### config.mk
export PLATFORM = sky130hd
export DESIGN_NAME = indicator_input_cond
export DESIGN_NICKNAME = d
export VERILOG_FILES = /design/src/rtl/indicator_input_cond_pkg.sv /design/src/rtl/indicator_debounce.sv /design/src/rtl/indicator_input_cond.sv
export SDC_FILE = /design/constraint.sdc
export NUM_CORES = 1
export LEC_CHECK = 0
export ABC_AREA = 1
export CORE_ASPECT_RATIO = 0.8
export CORE_MARGIN = 2
export CORE_UTILIZATION = 45
export DETAILED_ROUTE_END_ITERATION = 10
export HOLD_SLACK_MARGIN = 0.05
export SYNTH_ARGS = -nofsm -noshare
export SYNTH_HDL_FRONTEND = slang
export SYNTH_SLANG_ARGS = --single-unit
### constraint.sdc
create_clock -name clk -period 3.84 [get_ports clk]
set_input_delay 0.768 -clock clk [delete_from_list [all_inputs] [get_ports clk]]
set_output_delay 0.768 -clock clk [all_outputs]
set_load 0.005 [all_outputs]
### src/rtl/indicator_input_cond_pkg.sv
`default_nettype none
// ============================================================================
// Module      : indicator_input_cond_pkg
// Description : Shared types and constants for the indicator input
//               conditioner: button FSM encoding, reset values and the
//               channel index map used by the top level.
// Revision    : 1.0 - initial release
// ============================================================================
package indicator_input_cond_pkg;

   // Button show-window FSM encoding
   typedef enum logic [1:0] {
      IDLE  = 2'd0,
      PRESS = 2'd1,
      SHOW  = 2'd2
   } btn_state_t;

   // Value taken by every sync flop, clean level and output under reset
   localparam logic       RST_LEVEL = 1'b0;
   localparam btn_state_t RST_STATE = IDLE;

   // Channel map for the six conditioned status inputs
   localparam int NUM_CH   = 6;
   localparam int CH_LEVEL = 0;
   localparam int CH_BTN   = 1;
   localparam int CH_USB   = 2;
   localparam int CH_STAT  = 3;
   localparam int CH_POS   = 4;
   localparam int CH_NEG   = 5;

endpackage : indicator_input_cond_pkg
`default_nettype wire

### src/rtl/indicator_debounce.sv
`default_nettype none
// ============================================================================
// Module      : indicator_debounce
// Description : One-bit synchroniser followed by a mismatch-count debouncer.
//               The clean level toggles only after DEB_CYCLES consecutive
//               synced samples disagree with it; any agreeing sample restarts
//               the count.
// Revision    : 1.0 - initial release
// ============================================================================
import indicator_input_cond_pkg::*;

module indicator_debounce #(
   parameter int SYNC_STAGES = 2,
   parameter int DEB_W       = 16,
   parameter int DEB_CYCLES  = 10000
) (
   input  logic clk,
   input  logic rst,      // asynchronous, active-low
   input  logic raw,
   output logic clean
);

   // Terminal count: a mismatch seen at this value flips the clean level
   localparam logic [DEB_W-1:0] CNT_LAST = DEB_W'(DEB_CYCLES - 1);

   logic [SYNC_STAGES-1:0] sync_q;
   logic                   synced;
   logic [DEB_W-1:0]       cnt;

   // Shift the raw pin through the synchroniser chain
   always_ff @(posedge clk or negedge rst) begin
      if (!rst) begin
         sync_q <= {SYNC_STAGES{RST_LEVEL}};
      end else begin
         sync_q <= {sync_q[SYNC_STAGES-2:0], raw};
      end
   end

   assign synced = sync_q[SYNC_STAGES-1];

   // Count consecutive disagreeing samples; the count never passes CNT_LAST
   always_ff @(posedge clk or negedge rst) begin
      if (!rst) begin
         cnt   <= '0;
         clean <= RST_LEVEL;
      end else if (synced == clean) begin
         cnt <= '0;
      end else if (cnt == CNT_LAST) begin
         clean <= ~clean;
         cnt   <= '0;
      end else begin
         cnt <= cnt + DEB_W'(1);
      end
   end

endmodule : indicator_debounce
`default_nettype wire

### src/rtl/indicator_input_cond.sv
`default_nettype none
// ============================================================================
// Module      : indicator_input_cond
// Description : Conditions the six raw status pins feeding the LED indicator
//               logic. Every pin is synchronised and debounced; the button
//               additionally drives a show window that keeps the button
//               output high for SHOW_CYCLES cycles after release, and a
//               one-cycle pulse on each debounced press.
// Revision    : 1.0 - initial release
// ============================================================================
import indicator_input_cond_pkg::*;

module indicator_input_cond #(
   parameter int SYNC_STAGES = 2,
   parameter int DEB_W       = 16,
   parameter int DEB_CYCLES  = 10000,
   parameter int SHOW_W      = 24,
   parameter int SHOW_CYCLES = 3000000
) (
   input  logic clk,
   input  logic rst,          // asynchronous, active-low
   input  logic level_in,
   input  logic button_in,
   input  logic usb_in,
   input  logic stat_in,
   input  logic pos_in,
   input  logic neg_in,
   output logic level,
   output logic button,
   output logic usb,
   output logic stat,
   output logic pos,
   output logic neg,
   output logic btn_pulse
);

   localparam logic [SHOW_W-1:0] SHOW_LOAD = SHOW_W'(SHOW_CYCLES);
   localparam logic [SHOW_W-1:0] SHOW_ONE  = SHOW_W'(1);

   logic [NUM_CH-1:0] raw_vec;
   logic [NUM_CH-1:0] clean_vec;
   logic              db_btn;
   logic              db_btn_d;
   btn_state_t        state;
   logic [SHOW_W-1:0] show_cnt;

   assign raw_vec[CH_LEVEL] = level_in;
   assign raw_vec[CH_BTN]   = button_in;
   assign raw_vec[CH_USB]   = usb_in;
   assign raw_vec[CH_STAT]  = stat_in;
   assign raw_vec[CH_POS]   = pos_in;
   assign raw_vec[CH_NEG]   = neg_in;

   // One synchroniser + debouncer per raw pin
   for (genvar ch = 0; ch < NUM_CH; ch++) begin : g_ch
      indicator_debounce #(
         .SYNC_STAGES (SYNC_STAGES),
         .DEB_W       (DEB_W),
         .DEB_CYCLES  (DEB_CYCLES)
      ) u_debounce (
         .clk   (clk),
         .rst   (rst),
         .raw   (raw_vec[ch]),
         .clean (clean_vec[ch])
      );
   end

   // The debouncer outputs are registers, so the level outputs are too
   assign level  = clean_vec[CH_LEVEL];
   assign usb    = clean_vec[CH_USB];
   assign stat   = clean_vec[CH_STAT];
   assign pos    = clean_vec[CH_POS];
   assign neg    = clean_vec[CH_NEG];
   assign db_btn = clean_vec[CH_BTN];

   // Rising-edge detect on the debounced button; release never pulses
   always_ff @(posedge clk or negedge rst) begin
      if (!rst) begin
         db_btn_d  <= RST_LEVEL;
         btn_pulse <= RST_LEVEL;
      end else begin
         db_btn_d  <= db_btn;
         btn_pulse <= db_btn & ~db_btn_d;
      end
   end

   // Show-window FSM: press holds the window loaded, release lets it drain
   always_ff @(posedge clk or negedge rst) begin
      if (!rst) begin
         state    <= RST_STATE;
         show_cnt <= '0;
         button   <= RST_LEVEL;
      end else begin
         case (state)
            IDLE: begin
               if (db_btn) begin
                  state    <= PRESS;
                  show_cnt <= SHOW_LOAD;
                  button   <= 1'b1;
               end else begin
                  show_cnt <= '0;
                  button   <= 1'b0;
               end
            end
            PRESS: begin
               // Window stays full while the button is held
               show_cnt <= SHOW_LOAD;
               button   <= 1'b1;
               if (!db_btn) begin
                  state <= SHOW;
               end
            end
            SHOW: begin
               // A new press outranks an expiring window in the same cycle
               if (db_btn) begin
                  state    <= PRESS;
                  show_cnt <= SHOW_LOAD;
                  button   <= 1'b1;
               end else if (show_cnt <= SHOW_ONE) begin
                  state    <= IDLE;
                  show_cnt <= '0;
                  button   <= 1'b0;
               end else begin
                  show_cnt <= show_cnt - SHOW_ONE;
                  button   <= 1'b1;
               end
            end
            default: begin
               state    <= IDLE;
               show_cnt <= '0;
               button   <= 1'b0;
            end
         endcase
      end
   end

endmodule : indicator_input_cond
`default_nettype wire

Yosys cells after proc, flatten, opt, wreduce, memory -nomap -nowiden
Index checks and enable logic that the tools add are counted.
{"block": "word_totals", "register_bits": 143, "input_bits": 8, "out_inout_bits": 7, "wordCells": 95}
{"block": "classes", "addsub": 7, "n_lt_le_gt_ge": 1, "n_eq_ne": 17, "mux": 25, "bitwise_logic": 14, "n_reduce_logical": 8}
{"op": "two-way mux 16 bit", "count": 12}
{"op": "adder 16 x 1 -> 16 bit, second input constant", "count": 6}
{"op": "equality test 16 x 14 -> 1 bit, second input constant", "count": 6}
{"op": "one-hot mux 24 bit (3 select lines)", "count": 1}
{"op": "two-way mux 24 bit", "count": 2}
{"op": "less-or-equal comparator 24 x 1 -> 1 bit, second input constant", "count": 1}
{"op": "subtractor 24 x 1 -> 24 bit, second input constant", "count": 1}
{"op": "two-way mux 22 bit", "count": 1}
{"op": "inverter 1 bit", "count": 13}
{"op": "AND reduction 2 bit", "count": 6}
{"op": "two-way mux 2 bit", "count": 4}
{"op": "equality test 1 bit", "count": 6}
{"op": "one-hot mux 2 bit (3 select lines)", "count": 1}
{"op": "two-way mux 1 bit", "count": 3}
{"op": "inequality test 3 x 2 -> 1 bit, second input constant", "count": 1}
{"op": "one-hot mux 1 bit (3 select lines)", "count": 1}
{"op": "AND reduction 3 bit", "count": 1}
{"op": "equality test 2 x 1 -> 1 bit, second input constant", "count": 1}
{"op": "equality test 2 bit, second input constant", "count": 1}
{"op": "logical NOT 2 bit", "count": 1}
{"op": "inequality test 2 x 1 -> 1 bit, second input constant", "count": 1}
{"op": "inequality test 2 bit, second input constant", "count": 1}
{"op": "bitwise AND 1 bit", "count": 1}

Longest topological paths before layout
{"block": "depth", "ltp_word": 4, "mapped_depth": 11, "depth_no_buf": 11}

Cells and area by module
Synthesis repeated with hierarchy kept, for this count alone.
{"block": "unflattened", "cells_unflattened": 950, "area_unflattened_um2": 7613.6}
{"module": "indicator_debounce", "instances": 6, "cells_each": 121, "area_each_um2": 985.9, "seq_area_each_um2": 475.5}
{"module": "indicator_input_cond", "instances": 1, "cells_each": 224, "area_each_um2": 1697.9, "seq_area_each_um2": 725.7}

Worst setup path after synthesis
Ideal clock, no wire load.
{"block": "synth_path", "path_type": "reg2reg", "startpoint": "register show_cnt[0]", "endpoint": "register show_cnt[18]", "setup_time_ns": 0.113, "arrival_ns": 1.339, "required_ns": 3.727, "path_slack_ns": 2.388, "stages_incl_launch_ff": 12, "path_buffers": 0, "synth_period_minus_slack_ns": 1.452, "cell_sequence": "dfrtp_1 inv_1 ha_1 o21ai_0 nor2_1 nand3_1 nand2_2 nand2_4 nand2_8 inv_2 nand2_1 inv_1"}
{"block": "synth_via", "elab_chain_len": 4, "word_cells_on_any_way": 5, "cone_classes": "add/sub (1); order compare (1); mux (3)"}
{"element": "start, declared", "line": "indicator_input_cond.sv:45", "source": "logic [SHOW_W-1:0] show_cnt;"}
{"element": "start signal, assigned", "line": "indicator_input_cond.sv:124", "source": "show_cnt <= show_cnt - SHOW_ONE;"}
{"element": "subtractor 24 x 1 -> 24 bit or less-or-equal comparator 24 x 1 -> 1 bit (tied branches)", "line": "indicator_input_cond.sv:124, indicator_input_cond.sv:119"}
{"element": "two-way mux 24 bit (*)", "line": "indicator_input_cond.sv:119", "source": "end else if (show_cnt <= SHOW_ONE) begin"}
{"element": "two-way mux 24 bit (*)", "line": "indicator_input_cond.sv:115", "source": "if (db_btn) begin"}
{"element": "one-hot mux 24 bit (3 select lines) (*)", "line": "indicator_input_cond.sv:94", "source": "case (state)"}
Mark *: on every way between the ends. The rest lies on a longest branch, timed or not.
A chain may end at the register's enable or synchronous reset.

Final worst setup path
{"block": "layout_path", "startpoint": "register g_ch[5].u_debounce.clean", "endpoint": "output neg"}
{"element": "start, declared", "line": "indicator_debounce.sv:20", "source": "output logic clean"}
{"element": "start signal, assigned", "line": "indicator_debounce.sv:49", "source": "clean <= ~clean;"}
{"element": "end, declared", "line": "indicator_input_cond.sv:33", "source": "output logic neg,"}
No word-level cell between the ends.

==> results.txt <==
run status = completed
CTS clk-pin slew, worst paths = 0.06 ns
# Max-Cap Violations = 0
Setup Skew = 0.00675 ns
ys async rst share = 100%
final core utilization = 52.9%
WL/cell = 12.3 um
top cells by count, synth = 151 x nor2_1, 143 x dfrtp_1, 109 x nand2_1
Pre-Repair DR Iteration Count = 5
Top FF cell, synth = dfrtp_1
Reg power frac = 43.7%
fmax = 481 MHz
Distinct cells, synth = 35
Max H-tree Level = 4
flops & latches, synth = 143
most common cell in the netlist = nor2_1
DIE WIDTH = 146 um
initial antenna violation count = 0
Setup TNS = 0 ns
die area = 17200 sq um
worst skew pair latency = 0.41 ns
Antenna Violating Nets Remaining = 0
cts hold-fix bufs = 0
Power per Cell Area = 422 nW/um^2
Post-Synthesis Cells = 855
detailed router's first-iteration violation count = 442
DP Wirelength = 9860 um
Critical Path Start Type = flip-flop
routed vias/inst = 4.86
RD Place Congestion = 0.836
critical path buffer and inverter count = 1
deepest clock path buffer count = 2
Pins Over Slew Limit = 0
largest net degree at the start of global routing = 75
Seq/Total Area, Yosys = 49.3%
clock group share of total power = 53.6%
Worst EP arrival = 1.31 ns
Post-CTS Setup Bufs = 0
worst slew pin tran = 0.954 ns
clk sinks = 143
final setup vio count = 0
Fill cells = 1501
critical path cell sequence = clkdlybuf4s50_1
Final period util = 54.2%
EDFF count, synth = 0
Yosys top cell area share = 49.3%
CP Max Fanout = 3
fin nets = 902
RSZ-0062 raised after global routing = false
switching pwr = 684 uW
yosys warns = 0
FP Rows = 41
chip height = 118 um
Post-Syn Area = 7260 sq um
worst hold path class = flip-flop to flip-flop
diode count = 0
post-CTS resize count = 0
peak supply drop = 251 uV
DRC = 0
CP peak stage delay = 0.52 ns
Post-Route WL = 13700 um
worst r2r src = g_ch[1].u_debounce.clean
clk root buf = clkbuf_16
biggest area consumer among synthesized cells = dfrtp_1
critical path required time = 3.07 ns
combinational group share of total power = 2.7%
syn nets = 871
Avg Synthesized Cell Area = 8.49 sq um
P_int = 2.84 mW
Final Hold Viols = 0
vias in the first global route = 5234
synth top area cells = dfrtp_1 49%, nor2_1 7.8%, nand2_1 5.6%, xor2_1 5.2%, inv_1 5.2%
CTS tree = built
IO Pins = 15
Num CTS Buffers = 17
layout cells sized above 1 = 12.3%
initial core utilization = 45.9%
critical path class = flip-flop to output pin
Critical path origin = g_ch[5].u_debounce.clean
Slowest cell on crit path = clkdlybuf4s50_1
cell family with most CP delay = buffers and inverters
IO Port Bufs = 14
leak pwr = 3.85 nW
switch share = 19.4%
Vias = 5413
synth-to-layout area growth = 15.1%
core box area = 15800 sq um
first-pass GRT wire length = 24700 um
grt ovf = 0
GRT Total Usage = 17.5%
beginning of the worst hold path = g_ch[3].u_debounce.sync_q[0]
CP Capture Type = output pin
min Tclk post-route = 2.08 ns
normalized max-slew margin = 36.2%
[final timing paths]
kind	endpoint	slack, ns	cells after the start
max	neg	1.76	1
min	g_ch[3].u_debounce.sync_q[1]	0.35	0
max reg2reg	show_cnt[12]	1.83	3
min reg2reg	g_ch[3].u_debounce.sync_q[1]	0.35	0
max in group asynchronous	g_ch[1].u_debounce.cnt[14]	2.69	2
min in group asynchronous	g_ch[0].u_debounce.clean	0.36	1
[per-layer routing]
metal	global-route usage, %	up-vias	share of wire (%)
met5	0	-	0
met4	5.58	0	0.88
met3	4.61	8	4.2
met2	24.5	95	42
met1	26.3	2477	53
li1	-	2833	-
[power groups by stage]
| stage | combinational, mW | sequential (mW) | clock [mW] |
|---|---|---|---|
| 6_report | 0.0956 | 1.54 | 1.89 |
| 3_3_place_gp | 0.0983 | 1.57 | 0 |
| 2_1_floorplan | 0.0465 | 1.57 | 0 |
| 3_5_place_dp | 0.0996 | 1.57 | 0 |
| 5_1_grt | 0.114 | 1.54 | 2.01 |
| 4_1_cts | 0.100 | 1.54 | 1.94 |
[state kept, by name, indices dropped and copies added, names as in the netlist]
| register | count |
|---|---|
| g_ch.u_debounce.cnt | 96 |
| show_cnt | 24 |
| g_ch.u_debounce.sync_q | 12 |
| g_ch.u_debounce.clean | 6 |
| state | 2 |
| btn_pulse | 1 |
| button | 1 |
| db_btn_d | 1 |
[logic make-up after synthesis]
| logic type | after synthesis | share of synthesized area (%) |
|---|---|---|
| AOI/OAI and AO/OA | 89 | 6.45 |
| buffers and inverters | 128 | 6.77 |
| muxes | 6 | 0.982 |
| and+or+nand+nor | 434 | 29.4 |
| DFF | 143 | 49.3 |
| xor gates and xnor gates | 47 | 5.67 |
| adders and majority gates | 8 | 1.38 |
[metrics by stage]
stage               power (mW)  cell area [sq um]  setup WS, ns  hold slack (ns)  cells
detailed placement        1.67               7670          1.78            0.337   1082
global placement          1.67               7670          1.87            0.333   1082
floorplan                 1.61               7260          2.39            0.331    855
CTS                       3.58               8360          1.72            0.351   1114
global route              3.67               8360          1.58            0.355   1114
finish                    3.53               8360          1.76            0.348   1114
[placed cells by master (no fill, tap or decap), types with 2 or more instances in the layout]
cell type          n
clkinv_2           3
xor2_1            43
nand2_1          109
o21ai_0           16
nand2_4            3
nor2_4             8
bufinv_16          6
ha_1               8
nand2_2           11
clkbuf_16         17
nor3_4             2
nor4_1             7
clkbuf_8           4
nor3b_1            6
clkinvlp_4         2
nand4_1           30
nand3_1           41
nor3_1            37
inv_1            100
clkdlybuf4s50_1   13
nor2_2            10
xnor2_1            4
a21oi_1           49
nor2_1           151
nor3_2             8
o21a_1             6
a31oi_1            6
nand3_2            6
mux2_1             5
dfrtp_1          143
inv_2             24
o21ai_1           12
[layout make-up]
cell class	count	area [sq um]	share of cell area [%]
Inverter	125	470	5.63
Clock buffer	22	484	5.79
Multi-Input combinational cell	584	3190	38.1
Tap cell	215	269	3.22
Sequential cell	143	3580	42.8
Clock inverter	10	205	2.46
Timing Repair Buffer	15	161	1.93
Note: power is estimated with default switching activity, not from simulation.
